### src/rtl/capi_tag_client_pkg.sv
// rtl/capi_tag_client_pkg.sv - shared helpers for the tag client slice
package capi_tag_client_pkg;

  // Table address width: the parity bit, when present, is not part of the index.
  function automatic int tag_aw(input int id_width, input int parity);
    return id_width - parity;
  endfunction

endpackage

### src/rtl/base_incdec.sv
// rtl/base_incdec.sv - saturating up/down counter, simultaneous inc+dec holds
module base_incdec #(
  parameter int width = 5,
  parameter int max   = 16
) (
  input  logic             clk,
  input  logic             reset,
  input  logic             inc,
  input  logic             dec,
  output logic [width-1:0] cnt
);
  localparam logic [width-1:0] max_v = width'(max);

  always_ff @(posedge clk) begin
    if (reset) begin
      cnt <= '0;
    end else begin
      case ({inc, dec})
        2'b10:   if (cnt != max_v) cnt <= cnt + 1'b1;
        2'b01:   if (cnt != '0) cnt <= cnt - 1'b1;
        default: cnt <= cnt;
      endcase
    end
  end
endmodule

### src/rtl/base_vlat_sr.sv
// rtl/base_vlat_sr.sv - sticky set/clear flag
module base_vlat_sr (
  input  logic clk,
  input  logic reset,
  input  logic set,
  input  logic clr,
  output logic q
);
  always_ff @(posedge clk) begin
    if (reset)    q <= 1'b0;
    else if (set) q <= 1'b1;
    else if (clr) q <= 1'b0;
  end
endmodule

### src/rtl/capi_parcheck.sv
// rtl/capi_parcheck.sv - odd-parity checker, flags err when enabled and parity is even
module capi_parcheck #(
  parameter int width = 4
) (
  input  logic             en,
  input  logic [width-1:0] data,
  output logic             err
);
  assign err = en & ~(^data);
endmodule

### src/rtl/capi_tag_ctx_table.sv
// rtl/capi_tag_ctx_table.sv - per-tag context array and outstanding bit vector
module capi_tag_ctx_table #(
  parameter int aw        = 4,
  parameter int ctx_width = 16
) (
  input  logic                 clk,
  input  logic                 reset,
  input  logic                 set,
  input  logic [aw-1:0]        set_addr,
  input  logic [ctx_width-1:0] set_ctx,
  input  logic                 rd_clr,
  input  logic [aw-1:0]        rd_addr,
  output logic [ctx_width-1:0] rd_ctx,
  output logic                 rd_bit
);
  localparam int depth = 1 << aw;

  logic [ctx_width-1:0] ctx_mem [depth];
  logic [depth-1:0]     out_bits;

  assign rd_ctx = ctx_mem[rd_addr];
  assign rd_bit = out_bits[rd_addr];

  always_ff @(posedge clk) begin
    if (set) ctx_mem[set_addr] <= set_ctx;
  end

  // Set is applied after clear so a same-tag issue re-arms the bit.
  always_ff @(posedge clk) begin
    if (reset) begin
      out_bits <= '0;
    end else begin
      if (rd_clr && rd_bit) out_bits[rd_addr] <= 1'b0;
      if (set) out_bits[set_addr] <= 1'b1;
    end
  end
endmodule

### src/rtl/capi_tag_client.sv
// rtl/capi_tag_client.sv - joins requests with pool tags, tracks context, completes and frees tags
module capi_tag_client
  import capi_tag_client_pkg::*;
#(
  parameter int parity    = 0,
  parameter int id_width  = 4,
  parameter int ctx_width = 16,
  parameter int sts_width = 2
) (
  input  logic                       clk,
  input  logic                       reset,
  input  logic                       i_req_v,
  output logic                       i_req_r,
  input  logic [ctx_width-1:0]       i_req_ctx,
  input  logic                       i_tag_v,
  output logic                       i_tag_r,
  input  logic [id_width-1:0]        i_tag_id,
  output logic                       o_cmd_v,
  input  logic                       o_cmd_r,
  output logic [id_width-1:0]        o_cmd_tag,
  output logic [ctx_width-1:0]       o_cmd_ctx,
  input  logic                       i_rsp_v,
  output logic                       i_rsp_r,
  input  logic [id_width-1:0]        i_rsp_tag,
  input  logic [sts_width-1:0]       i_rsp_sts,
  output logic                       o_cpl_v,
  input  logic                       o_cpl_r,
  output logic [ctx_width-1:0]       o_cpl_ctx,
  output logic [sts_width-1:0]       o_cpl_sts,
  output logic                       o_free_v,
  output logic [id_width-1:0]        o_free_id,
  output logic                       o_rsp_err,
  output logic [id_width-parity:0]   o_cnt,
  output logic                       o_perror
);
  localparam int aw       = tag_aw(id_width, parity);
  localparam int num_tags = 1 << aw;

  logic                 issue_go, rsp_go, cpl_go;
  logic                 s1_v;
  logic [id_width-1:0]  s1_tag;
  logic [ctx_width-1:0] s1_ctx;
  logic [sts_width-1:0] s1_sts;
  logic [ctx_width-1:0] rd_ctx;
  logic                 rd_bit;
  logic                 tag_perr, rsp_perr, perr_lat;

  // Request and tag are consumed together or not at all.
  assign o_cmd_v   = ~reset & i_req_v & i_tag_v;
  assign issue_go  = o_cmd_v & o_cmd_r;
  assign i_req_r   = issue_go;
  assign i_tag_r   = issue_go;
  assign o_cmd_tag = reset ? '0 : i_tag_id;
  assign o_cmd_ctx = reset ? '0 : i_req_ctx;

  assign i_rsp_r   = ~reset & (~s1_v | o_cpl_r);
  assign rsp_go    = i_rsp_v & i_rsp_r;
  assign cpl_go    = s1_v & o_cpl_r;
  assign o_cpl_v   = s1_v;
  assign o_cpl_ctx = s1_ctx;
  assign o_cpl_sts = s1_sts;

  capi_tag_ctx_table #(.aw(aw), .ctx_width(ctx_width)) u_table (
    .clk      (clk),
    .reset    (reset),
    .set      (issue_go),
    .set_addr (i_tag_id[id_width-1:parity]),
    .set_ctx  (i_req_ctx),
    .rd_clr   (rsp_go),
    .rd_addr  (i_rsp_tag[id_width-1:parity]),
    .rd_ctx   (rd_ctx),
    .rd_bit   (rd_bit)
  );

  // Single-entry response latch; a miss never occupies it.
  always_ff @(posedge clk) begin
    if (reset) begin
      s1_v      <= 1'b0;
      s1_tag    <= '0;
      s1_ctx    <= '0;
      s1_sts    <= '0;
      o_rsp_err <= 1'b0;
      o_free_v  <= 1'b0;
      o_free_id <= '0;
      o_perror  <= 1'b0;
    end else begin
      o_rsp_err <= rsp_go & ~rd_bit;
      o_free_v  <= cpl_go;
      o_free_id <= s1_tag;
      o_perror  <= perr_lat;
      if (rsp_go) begin
        s1_v   <= rd_bit;
        s1_tag <= i_rsp_tag;
        s1_ctx <= rd_ctx;
        s1_sts <= i_rsp_sts;
      end else if (cpl_go) begin
        s1_v <= 1'b0;
      end
    end
  end

  base_incdec #(.width(aw + 1), .max(num_tags)) u_cnt (
    .clk   (clk),
    .reset (reset),
    .inc   (issue_go),
    .dec   (cpl_go),
    .cnt   (o_cnt)
  );

  capi_parcheck #(.width(id_width)) u_pc_tag (
    .en   ((parity != 0) && issue_go),
    .data (i_tag_id),
    .err  (tag_perr)
  );

  capi_parcheck #(.width(id_width)) u_pc_rsp (
    .en   ((parity != 0) && rsp_go),
    .data (i_rsp_tag),
    .err  (rsp_perr)
  );

  base_vlat_sr u_perr (
    .clk   (clk),
    .reset (reset),
    .set   (tag_perr | rsp_perr),
    .clr   (1'b0),
    .q     (perr_lat)
  );
endmodule
### config.mk
export PLATFORM = sky130hd
export DESIGN_NAME = capi_tag_client
export DESIGN_NICKNAME = d
export VERILOG_FILES = /design/src/rtl/capi_tag_client_pkg.sv /design/src/rtl/base_incdec.sv /design/src/rtl/base_vlat_sr.sv /design/src/rtl/capi_parcheck.sv /design/src/rtl/capi_tag_ctx_table.sv /design/src/rtl/capi_tag_client.sv
export SDC_FILE = /design/constraint.sdc
export NUM_CORES = 1
export LEC_CHECK = 0
export CORE_MARGIN = 5
export CORE_UTILIZATION = 50
export DETAILED_ROUTE_END_ITERATION = 16
export HOLD_SLACK_MARGIN = 0.15
export PLACE_DENSITY = 0.75
export SYNTH_ARGS = -nofsm -noshare
export SYNTH_HDL_FRONTEND = slang
export SYNTH_SLANG_ARGS = --single-unit
export TNS_END_PERCENT = 30
### constraint.sdc
create_clock -name clk -period 7.3 [get_ports clk]
set_clock_uncertainty 0.2 [all_clocks]
set_input_delay 1.825 -clock clk [delete_from_list [all_inputs] [get_ports clk]]
set_output_delay 1.825 -clock clk [all_outputs]
set_load 0.005 [all_outputs]
### Word-level counts from Yosys, hierarchy flattened

Memory sizes are Yosys's and may differ from the RTL's. A register that Yosys moved wholly into a read port is not among the register bits.
Index checks and enable logic that the tools add are counted.
W data, S select, Z words.

* bits in read-only memories: 0
* register bits: 34
* input bits: 33
* RAM bits: 256
* word-level logic and storage cells: 59
* bits in latches: 0
* memories kept: 1

Memory list
* u_table.ctx_mem: depth 16, bits a word 16, rd ports 1, clocked after Yosys merged registers in 1, wr ports 1, RTL line capi_tag_ctx_table.sv:18 `logic [ctx_width-1:0] ctx_mem [depth];`

* $mul: 0
* eq/ne operators: 5
* mux-type cells: 18
* magnitude comparators: 4
* $add $sub $neg: 2
* div/mod/pow operators: 0
* reductions and logical operators: 7
* bitwise gates (word level): 14
* shifts and indexed selects: 0

Operators by type and width (number)
* $mux W16: 4
* $and A16 B16 Y16: 1
* $not A16 Y16: 1
* $or A16 B16 Y16: 1
* $lt A4 B5 Y1 const B: 2
* $mux W5: 2
* $pmux W5 S2: 1
* $demux W1 S4: 2
* $ge A4 B1 Y1 const B: 2
* $and A1 B1 Y1: 7
* $mux W1: 7
* $add A5 B1 Y5 const B: 1
* $ne A5 B5 Y1 const B: 1
* $reduce_bool A5 Y1: 1
* $sub A5 B1 Y5 const B: 1
* $bmux W1 S4: 1
* $mux W4: 1
* $ne A2 B1 Y1 const B: 2
* $reduce_bool A2 Y1: 2
* $logic_and A1 B1 Y1: 3
* $not A1 Y1: 3
* $reduce_and A3 Y1: 1
* $eq A2 B1 Y1 const B: 1
* $eq A2 B2 Y1 const B: 1
* $or A1 B1 Y1: 1

### Logic depth before layout (Yosys ltp)

Gate-level depths: netlist (run 1).

* depth after elaboration: 10
* gate-level depth with buffers: 10

### Cells and area by module

Synthesis (run 1) repeated with hierarchy kept, for this count alone.

* cells, all modules: 699
* area, all modules: 12309.3 um^2

By module, submodules not included
* capi_tag_ctx_table: seq. area each 8007.7 um^2, cells each 501, instances 1, area an instance 10466.3 um^2
* capi_tag_client: seq. area each 600.6 um^2, cells each 145, instances 1, area an instance 1376.3 um^2
* base_incdec: seq. area each 100.1 um^2, cells each 41, instances 1, area an instance 362.8 um^2
* capi_parcheck: seq. area each 0.0 um^2, cells each 4, instances 2, area an instance 32.5 um^2
* base_vlat_sr: seq. area each 20.0 um^2, cells each 4, instances 1, area an instance 38.8 um^2

### Worst setup path before layout (run 1)

Ideal clock, no wire load.

* path type: input port to output port
* from: input reset
* to: output i_rsp_r
* stages: 4
* arrival: 2.738 ns
* data required time: 5.275 ns
* path slack: 2.537 ns
* path buffers: 3
* cell sequence: clkbuf_1 > clkbuf_1 > buf_1 > nor2_1

* word-level cells in the longest chain between the ends: 2

RTL lines
* start, declared: RTL line capi_tag_client.sv:11 `input logic reset,`
* $not A1 Y1: RTL line capi_tag_client.sv:56 `assign i_rsp_r = ~reset & (~s1_v | o_cpl_r);`
* $and A1 B1 Y1: RTL line capi_tag_client.sv:56
* end, declared: RTL line capi_tag_client.sv:23 `output logic i_rsp_r,`

Every way passes these cells.

### Final worst setup path (run 1)

* from: input i_req_ctx[2]
* to: output o_cmd_ctx[2]

* word-level cells in the longest chain between the ends: 1

RTL lines
* start, declared: RTL line capi_tag_client.sv:14 `input logic [ctx_width-1:0] i_req_ctx,`
* $mux W16: RTL line capi_tag_client.sv:54 `assign o_cmd_ctx = reset ? '0 : i_req_ctx;`
* end, declared: RTL line capi_tag_client.sv:21 `output logic [ctx_width-1:0] o_cmd_ctx,`

Every way passes these cells.

==> results.sh, run 1 <==
export IMPL_worstHoldPathType="reg2reg"
export IMPL_timing_critical_path_cells="clkdlybuf4s50_1 -> nor2b_1 -> clkdlybuf4s50_1"
export IMPL_postRouteWirelength_um=28230
export IMPL_routed_via_density=5.810
export IMPL_synth_top_cells_by_count="256 x edfxtp_1, 73 x mux2i_1, 50 x dfxtp_1"
export IMPL_floorplan_initialDensity=0.5071
export IMPL_layout_filler_cells=1808
export IMPL_min_period_over_period=0.7732
export IMPL_netlist_area_sq_um=12300
export IMPL_die_height_um=166.8
export IMPL_path_class="in2out"
export IMPL_clkTransAtPathRegs_ns=0.06
export IMPL_chipWidth_um=166.8
export IMPL_synth_most_common_cell="edfxtp_1"
export IMPL_clk_path_buf_depth=3
export IMPL_post_cts_setup_buffer_count=0
export IMPL_clk_latency_ns=0.54
export IMPL_drtPass1Iterations=5
export IMPL_io_buffer_count=86
export IMPL_crit_path_max_delay_family="buffers and inverters"
export IMPL_globalRoute_totalOverflow=0
export IMPL_outcome="completed"
export IMPL_yosys_area_top_type_share=0.6252
export IMPL_synth_top_cells_by_area="edfxtp_1 63%, dfxtp_1 8.1%, mux2i_1 5.9%, mux4_2 4.8%, a22oi_1 2.1%"
export IMPL_grt_start_max_net_pins=73
export IMPL_synth_ff_latch_count=306
export IMPL_grt_pass1_wl_um=42610
export IMPL_yosys_warnings=0
export IMPL_critical_path_most_common_cell="clkdlybuf4s50_1"
export IMPL_syn_num_nets=800
export IMPL_timing_critical_path_to_type="output port"
export IMPL_timing_critical_path_fanout_max=17
export IMPL_grt_util_all_layers=0.1999
export IMPL_tritoncts="built"
export IMPL_postSynth_topFlopCell="edfxtp_1"
export IMPL_measured_slew_at_the_worst_slew_check_pin_ns=1.196
export IMPL_number_of_synthesized_flops_with_an_enable_pin=256
export IMPL_synth_sequential_area_ratio=0.7066
export IMPL_max_freq_mhz=177.2
export IMPL_dpl_instance_area_sq_um=13470
export IMPL_placeable_core_region_sq_um=24250
export IMPL_antenna_cells=0
export IMPL_crit_arrival_ns=3.62
export IMPL_crit_required_ns=5.28
export IMPL_slew_viol_final=0
export IMPL_dr_first_iter_drc_count=766
export IMPL_tritoncts_num_buffers=29
export IMPL_finalSetupViolCount=0
export IMPL_final_area_sq_um=14450
export IMPL_cpMaxStageDelayCell="clkdlybuf4s50_1"
export IMPL_cts_repair_resized=0
export IMPL_final_nets=894
export IMPL_cts_hold_buffers_added=0
export IMPL_drc=0
export IMPL_post_synthesis_to_final_layout_area_growth_pct=17.51
export IMPL_cellPowerDensity_nw_per_um2=253.2
export IMPL_placementRows=57
export IMPL_final_hold_viol_count=0
export IMPL_layout_drive_gt1_share=0.1295
export IMPL_cp_num_buf_inv=2
export IMPL_synth_area_per_cell_sq_um=16.12
export IMPL_netlist_cell_type_count=58
export IMPL_setup_tns_ns=0
export IMPL_slowest_delay_ns=0.79
export IMPL_cp_start_kind="primary input"
export IMPL_postSynth_asyncResetShare=0
export IMPL_grt_setup_unrepaired="no"
export IMPL_floorplan_io_pins=88
export IMPL_grt_pass1_vias=7046
export IMPL_h_tree_depth=1
export IMPL_dr_total_vias=6995
export IMPL_power_total_mw=3.659
export IMPL_post_dp_hpwl_um=15880
export IMPL_fp_dieArea_sq_um=27830
export IMPL_globalplace_congestion=0.7845
export IMPL_timing_slew_headroom=0.2027
export IMPL_initial_antenna_violation_count=0
export IMPL_post_syn_instances=763
export IMPL_detail_route_antenna_nets=0
export IMPL_routedWlPerCell_um=23.44
export IMPL_ir_worst_vdd_mv=0.1955
export IMPL_drv_max_cap_violation_count=0
export IMPL_timing_final_crit_period_ns=5.645
export IMPL_post_synth_top_area_cell="edfxtp_1"
export IMPL_total_leakage_power_nw=5.149
export IMPL_clock_sinks=306
export IMPL_cts_root_buf="clkbuf_16"
per-layer routing:
layer  GRT usage  wire (um)
met5           0          0
met4     0.05799        648
met3     0.03176       1595
met2      0.3616      14940
met1      0.2492      11040
registers in the layout, summed over array words and instances (netlist names):
name / cells
u_table.ctx_mem: 256
o_cpl_sts: 2
o_free_id: 4
o_rsp_err: 1
o_cpl_v: 1
o_cpl_ctx: 16
u_table.out_bits: 16
o_free_v: 1
u_cnt.cnt: 5
s1_tag: 4
placed cells by master, fill, tap and decap left out, drive strengths merged, types with 5 or more instances in the layout:
master and count:
a211o 16, a21oi 5, a22oi 34, a311oi 7, and3 17, buf 22
clkbuf 32, clkdlybuf4s50 83, clkinv 23, dfxtp 50, edfxtp 256, inv 38
mux2i 73, mux4 32, nand2 24, nand2b 6, nor2 28, nor2b 31
nor3 14, nor4 10, o21ai 6, o22ai 16
path summary, 6_finish.rpt:
check          startpoint            to  slack [ns]  cells after the start
max          i_req_ctx[2]  o_cmd_ctx[2]        1.66                      3
min          o_cpl_sts[1]  o_cpl_sts[1]        0.26                      2
max reg2reg       o_cpl_v  u_cnt.cnt[4]        4.78                      9
min reg2reg  o_cpl_sts[1]  o_cpl_sts[1]        0.26                      2
layout make-up:
type | count | area, sq um | share of cell area
Multi-Input combinational cell | 369 | 3217 | 0.2226
Inverter | 46 | 172.7 | 0.01195
Timing Repair Buffer | 105 | 991.0 | 0.06858
Clock buffer | 32 | 747.0 | 0.05169
Clock inverter | 22 | 229.0 | 0.01585
Sequential cell | 306 | 8688 | 0.6013
Tap cell | 324 | 405.4 | 0.02805
worst min-delay path: stages (launching register included):
cell and delay [ns]:
dfxtp_1 0.31, nand2_1 0.05, o21ai_0 0.06
power breakdown:
group	leakage, nW	switching [mW]	internal, mW
Sequential	2.71	0.0119	1.91
Combinational	1.96	0.123	0.105
Clock	0.477	0.625	0.884
Total	5.15	0.759	2.90
stage by stage:
step                hold slack, ns  cells    util  worst slack [ns]
detailed placement          0.2540   1150  0.5557             1.719
global route                0.2746   1204  0.5959             1.596
CTS                         0.2629   1204  0.5959             1.677
floorplan                   0.2422    763       -             2.537
finish                      0.2642   1204  0.5959             1.655
global placement            0.2472   1150  0.5557             1.707
logic make-up (layout without fill, tap and decap cells):
| kind of cell | Yosys count | after routing | share of synthesized area |
|---|---|---|---|
| xor+xnor | 4 | 4 | 0.002849 |
| simple gates | 152 | 152 | 0.06705 |
| fa+ha+maj | 4 | 4 | 0.004070 |
| flops | 306 | 306 | 0.7066 |
| buf+inv | 88 | 205 | 0.03541 |
| other cells | 1 | 1 | 0.0003050 |
| compound gates | 100 | 100 | 0.06115 |
| mux | 108 | 108 | 0.1226 |
No activity file was read; power rests on OpenSTA's default activity.
==> run 2: changes to the inputs <==
PLACE_DENSITY = 0.77   (was 0.75)
clock period = 4.7 ns   (was 7.3 ns; I/O delays follow)
==> results.sh, run 2 (synthesis gave the netlist of run 1 again) <==
export IMPL_largest_register_ff_count=256
export IMPL_post_synthesis_to_final_layout_area_growth_pct=18.55
export IMPL_initial_antenna_violation_count=0
export IMPL_slew_viol_final=0
export IMPL_timing_critical_path_cells="clkdlybuf4s50_1 -> nor2b_1 -> clkdlybuf4s50_1"
export IMPL_cp_num_buf_inv=2
export IMPL_reg2reg_setup_slack_ns=2.18
export IMPL_number_of_placed_instances_with_taps_included=1176
export IMPL_cts_hold_buffers_added=0
export IMPL_clkTransAtPathRegs_ns=0.06
export IMPL_post_cts_setup_buffer_count=0
export IMPL_placeable_core_region_sq_um=24250
export IMPL_whs_endpoint="o_cpl_sts[1]"
export IMPL_cellPowerDensity_nw_per_um2=378.9
export IMPL_critical_path_most_common_cell="clkdlybuf4s50_1"
export IMPL_dr_first_iter_drc_count=1008
export IMPL_placementRows=57
export IMPL_layout_drive_gt1_share=0.1416
export IMPL_r2r_end="u_cnt.cnt[4]"
export IMPL_total_leakage_power_nw=5.234
export IMPL_h_tree_depth=1
export IMPL_crit_required_ns=3.32
export IMPL_path_class="in2out"
export IMPL_min_period_over_period=0.8658
export IMPL_timing_final_crit_period_ns=4.069
export IMPL_tritoncts="built"
export IMPL_postRouteWirelength_um=29540
export IMPL_io_buffer_count=86
export IMPL_grt_pass1_vias=7165
export IMPL_detail_route_antenna_nets=0
export IMPL_slowest_delay_ns=0.80
export IMPL_floorplan_io_pins=88
export IMPL_worstHoldPathType="reg2reg"
export IMPL_grt_pass1_wl_um=44570
export IMPL_finalWorstSetupSlack_ns=0.6309
export IMPL_worst_setup_slack_before_clock_tree_synthesis_ns=0.6467
export IMPL_setup_tns_ns=0
export IMPL_clk_latency_ns=0.53
export IMPL_post_dp_hpwl_um=17080
export IMPL_drv_max_cap_violation_count=0
export IMPL_globalRoute_totalOverflow=0
export IMPL_max_freq_mhz=245.8
export IMPL_grt_util_all_layers=0.2108
export IMPL_final_hold_viol_count=0
export IMPL_drc=0
export IMPL_hold_path_cell_count=2
export IMPL_hold_start="o_cpl_sts[1]"
export IMPL_cp_start_kind="primary input"
export IMPL_cts_repair_resized=0
export IMPL_finalSetupViolCount=0
export IMPL_most_common_layout_cells="256 x edfxtp_1, 83 x clkdlybuf4s50_1, 73 x mux2i_1, 50 x dfxtp_1, 44 x buf_4"
export IMPL_register_ranked_first_by_flip_flop_count="u_table.ctx_mem"
export IMPL_final_nets=920
export IMPL_measured_slew_at_the_worst_slew_check_pin_ns=0.9227
export IMPL_crit_arrival_ns=2.69
export IMPL_dr_total_vias=7144
export IMPL_clk_path_buf_depth=3
export IMPL_routedWlPerCell_um=24.06
export IMPL_ir_worst_vdd_mv=0.2935
export IMPL_final_common_cell="edfxtp_1"
export IMPL_crit_reg2reg_launch="o_cpl_v"
export IMPL_routed_via_density=5.818
export IMPL_fp_dieArea_sq_um=27830
export IMPL_drtPass1Iterations=5
export IMPL_tritoncts_num_buffers=29
export IMPL_timing_slew_headroom=0.3848
export IMPL_final_instance_count_excl_fill=1228
export IMPL_multi_input_area_sq_um=3217
export IMPL_die_height_um=166.8
export IMPL_grt_setup_unrepaired="no"
export IMPL_crit_path_max_delay_family="buffers and inverters"
export IMPL_cts_root_buf="clkbuf_16"
export IMPL_antenna_cells=0
export IMPL_outcome="completed"
export IMPL_clock_sinks=306
export IMPL_timing_critical_path_fanout_max=17
export IMPL_floorplan_initialDensity=0.5071
export IMPL_grt_start_max_net_pins=47
export IMPL_timing_reg2reg_worst_path_depth=9
export IMPL_cpMaxStageDelayCell="clkdlybuf4s50_1"
export IMPL_layout_filler_cells=1806
export IMPL_register_area_sq_um=8688
export IMPL_chipWidth_um=166.8
export IMPL_globalplace_congestion=0.8347
export IMPL_timing_critical_path_to_type="output port"
## run 2: worst max path at each step
stage / start / to / slack (ns) / cells past startpoint
after global placement: i_req_ctx[9] / o_cmd_ctx[9] / 0.66 / 3
after global routing: i_req_ctx[1] / o_cmd_ctx[1] / 0.57 / 3
after CTS: i_req_ctx[9] / o_cmd_ctx[9] / 0.64 / 3
final: i_req_ctx[9] / o_cmd_ctx[9] / 0.63 / 3
after detailed placement: i_req_ctx[9] / o_cmd_ctx[9] / 0.65 / 3
after floorplan: i_tag_id[0] / u_table.out_bits[4] / 0.74 / 4
## run 2: power by group
group | internal, mW | switching [mW]
registers | 2.97 | 0.0182
clock network | 1.23 | 0.933
logic | 0.174 | 0.198
## run 2: metal layers
| layer | wire [um] | vias up | global-route usage |
|---|---|---|---|
| met5 | 0 | - | 0 |
| met4 | 651 | 0 | 0.05336 |
| met3 | 1916 | 41 | 0.02986 |
| met2 | 14720 | 301 | 0.3498 |
| met1 | 12260 | 3597 | 0.2975 |
| li1 | - | 3205 | - |
## run 2: per-stage QoR
step | total power [mW] | area [sq um] | hold slack (ns) | util
finish | 5.524 | 14580 | 0.2639 | 0.6012
global route | 5.721 | 14580 | 0.2761 | 0.6012
global placement | 3.405 | 13690 | 0.2449 | 0.5648
detailed placement | 3.413 | 13690 | 0.2503 | 0.5648
floorplan | 3.224 | 12300 | 0.2422 | -
CTS | 5.560 | 14580 | 0.2582 | 0.6012
## run 2: cell type report
cell class	instances	share of cell area
well taps	324	0.02781
flip-flops and latches	306	0.5960
repair buffers	131	0.08308
multi-input cells	369	0.2207
clock buffers	40	0.05467
inverters	46	0.01184
clock inverters	12	0.005922
## run 2: tightest hold or removal path, delay by kind of cell (launching register included)
family | cells | cell delay, ns
AND/OR/NAND/NOR | 1 | 0.05
AO/OA/AOI/OAI | 1 | 0.06
flip-flops | 1 | 0.31
==> run 3: changes to the inputs <==
CORE_MARGIN = 1   (was 5)
CTS_CLUSTER_SIZE = 14   (was default)
==> results.sh, run 3 (synthesis gave the netlist of run 1 again) <==
export IMPL_initial_antenna_violation_count=1
export IMPL_die_height_um=158.8
export IMPL_whs_endpoint="o_free_id[2]"
export IMPL_drc=1
export IMPL_total_leakage_power_nw=5.344
export IMPL_final_hold_viol_count=0
export IMPL_met3_track_demand_over_resource_in_global_routing=0.04467
export IMPL_worst_setup_slack_before_clock_tree_synthesis_ns=0.6640
export IMPL_cts_root_buf="clkbuf_16"
export IMPL_cellPowerDensity_nw_per_um2=397.9
export IMPL_tritoncts_num_buffers=29
export IMPL_post_dp_hpwl_um=17430
export IMPL_largest_register_ff_count=256
export IMPL_cts_repair_resized=0
export IMPL_detail_route_antenna_nets=0
export IMPL_globalplace_congestion=0.8178
export IMPL_path_class="in2out"
export IMPL_global_route_usage_met1=0.3234
export IMPL_cell_internal_pwr_mw=4.712
export IMPL_max_freq_mhz=245.2
export IMPL_clk_latency_ns=0.54
export IMPL_fp_dieArea_sq_um=25230
export IMPL_cpMaxStageDelayCell="clkdlybuf4s50_1"
export IMPL_finalSetupViolCount=0
export IMPL_final_common_cell="edfxtp_1"
export IMPL_grt_start_max_net_pins=66
export IMPL_postRouteWirelength_um=29560
export IMPL_critical_path_most_common_cell="clkdlybuf4s50_1"
export IMPL_layout_filler_cells=1738
export IMPL_power_switching_fraction=0.1994
export IMPL_final_area_sq_um=14790
export IMPL_globalRoute_totalOverflow=0
export IMPL_setup_tns_ns=0
export IMPL_layout_drive_gt1_share=0.1520
export IMPL_worstSetupPathDepth=3
export IMPL_share_of_power_burned_in_combinational_logic=0.064
export IMPL_cts_hold_buffers_added=0
export IMPL_routed_via_density=5.832
export IMPL_failed_checks="DRC"
export IMPL_clock_power_share=0.429
export IMPL_final_instance_count_excl_fill=1232
export IMPL_h_tree_depth=1
export IMPL_antenna_cells=0
export IMPL_grt_util_all_layers=0.2351
export IMPL_outcome="finished with violations"
export IMPL_timing_reg2reg_worst_path_depth=9
export IMPL_fin_util=0.6100
export IMPL_dr_total_vias=7185
export IMPL_post_synthesis_to_final_layout_area_growth_pct=20.29
export IMPL_floorplan_initialDensity=0.5071
export IMPL_ir_worst_vdd_mv=0.2642
export IMPL_crit_path_max_delay_family="buffers and inverters"
export IMPL_finalWorstSetupSlack_ns=0.6214
export IMPL_measured_slew_at_the_worst_slew_check_pin_ns=1.124
export IMPL_clk_path_buf_depth=3
export IMPL_clkTransAtPathRegs_ns=0.07
export IMPL_hold_start="s1_tag[2]"
export IMPL_reg2reg_setup_slack_ns=2.15
export IMPL_crit_reg2reg_launch="o_cpl_v"
export IMPL_timing_critical_path_to_type="output port"
export IMPL_io_buffer_count=86
export IMPL_slew_viol_final=0
export IMPL_dr_first_iter_drc_count=920
export IMPL_met2_usage=0.3762
export IMPL_worstHoldPathType="reg2reg"
export IMPL_clock_sinks=306
export IMPL_timing_final_crit_period_ns=4.079
export IMPL_grt_busiest_layer="met2"
export IMPL_min_period_over_period=0.8678
export IMPL_grt_setup_unrepaired="no"
export IMPL_placementRows=57
export IMPL_most_common_layout_cells="256 x edfxtp_1, 83 x clkdlybuf4s50_1, 73 x mux2i_1, 50 x dfxtp_1, 43 x buf_4"
export IMPL_drtPass1Iterations=13
export IMPL_crit_arrival_ns=2.70
export IMPL_register_ranked_first_by_flip_flop_count="u_table.ctx_mem"
export IMPL_post_cts_setup_buffer_count=0
export IMPL_drv_max_cap_violation_count=0
export IMPL_floorplan_io_pins=88
export IMPL_grt_pass1_wl_um=43870
export IMPL_placeable_core_region_sq_um=24250
export IMPL_dpl_instance_area_sq_um=13750
export IMPL_routedWlPerCell_um=23.99
export IMPL_tritoncts="built"
export IMPL_slowest_delay_ns=0.83
export IMPL_hold_path_cell_count=1
export IMPL_timing_slew_headroom=0.2505
export IMPL_timing_critical_path_cells="clkdlybuf4s50_1 -> nor2b_1 -> clkdlybuf4s50_1"
export IMPL_chipWidth_um=158.8
export IMPL_final_nets=922
export IMPL_grt_pass1_vias=7067
export IMPL_r2r_end="u_cnt.cnt[4]"
export IMPL_cp_num_buf_inv=2
export IMPL_cp_start_kind="primary input"
export IMPL_crit_required_ns=3.32
export IMPL_seqPwrFrac=0.507
export IMPL_timing_critical_path_fanout_max=17
export IMPL_number_of_placed_instances_with_taps_included=1178
export IMPL_power_net_switching_mw=1.174
[run 3: layer usage]
metal | vias up | wire length, um
li1 | 3190 | -
met1 | 3603 | 11840
met2 | 317 | 14270
met3 | 75 | 2465
met4 | 0 | 981
met5 | - | 0
[run 3: layout make-up]
cell class | count | area [sq um] | area share
inverters | 46 | 172.7 | 0.01167
multi-input cells | 369 | 3217 | 0.2175
well taps | 324 | 405.4 | 0.02741
clock buffers | 40 | 797.0 | 0.05388
flip-flops and latches | 306 | 8688 | 0.5874
repair buffers | 133 | 1264 | 0.08543
clock inverters | 14 | 247.7 | 0.01675
[run 3: worst register-to-register path, stage by stage, from the launching register on]
cell     delay, ns
dfxtp_1       0.38
nand2_1       0.11
inv_1         0.09
ha_1          0.33
xor2_1        0.20
ha_1          0.18
a21oi_1       0.07
or3_1         0.36
a31oi_1       0.19
mux2_2        0.35
[run 3: how the worst max path moves through the flow]
stage                      start                  end  slack (ns)
floorplan            i_tag_id[0]  u_table.out_bits[4]        0.74
global placement    i_req_ctx[4]         o_cmd_ctx[4]        0.69
detailed placement  i_req_ctx[4]         o_cmd_ctx[4]        0.66
CTS                 i_req_ctx[4]         o_cmd_ctx[4]        0.64
global route        i_req_ctx[9]         o_cmd_ctx[9]        0.57
finish              i_req_ctx[4]         o_cmd_ctx[4]        0.62
[run 3: power by group through the flow]
stage | clock [mW] | sequential [mW] | combinational, mW
6_report | 2.52 | 2.99 | 0.377
5_1_grt | 2.66 | 2.99 | 0.402
4_1_cts | 2.55 | 2.99 | 0.378
3_5_place_dp | 0 | 3.04 | 0.375
3_3_place_gp | 0 | 3.04 | 0.367
2_1_floorplan | 0 | 3.04 | 0.184
[run 3: per-stage QoR]
stage / total power [mW] / hold WS, ns
final: 5.885 / 0.2643
after global routing: 6.049 / 0.2774
after CTS: 5.917 / 0.2636
after detailed placement: 3.418 / 0.2546
after global placement: 3.410 / 0.2482
after floorplan: 3.224 / 0.2422
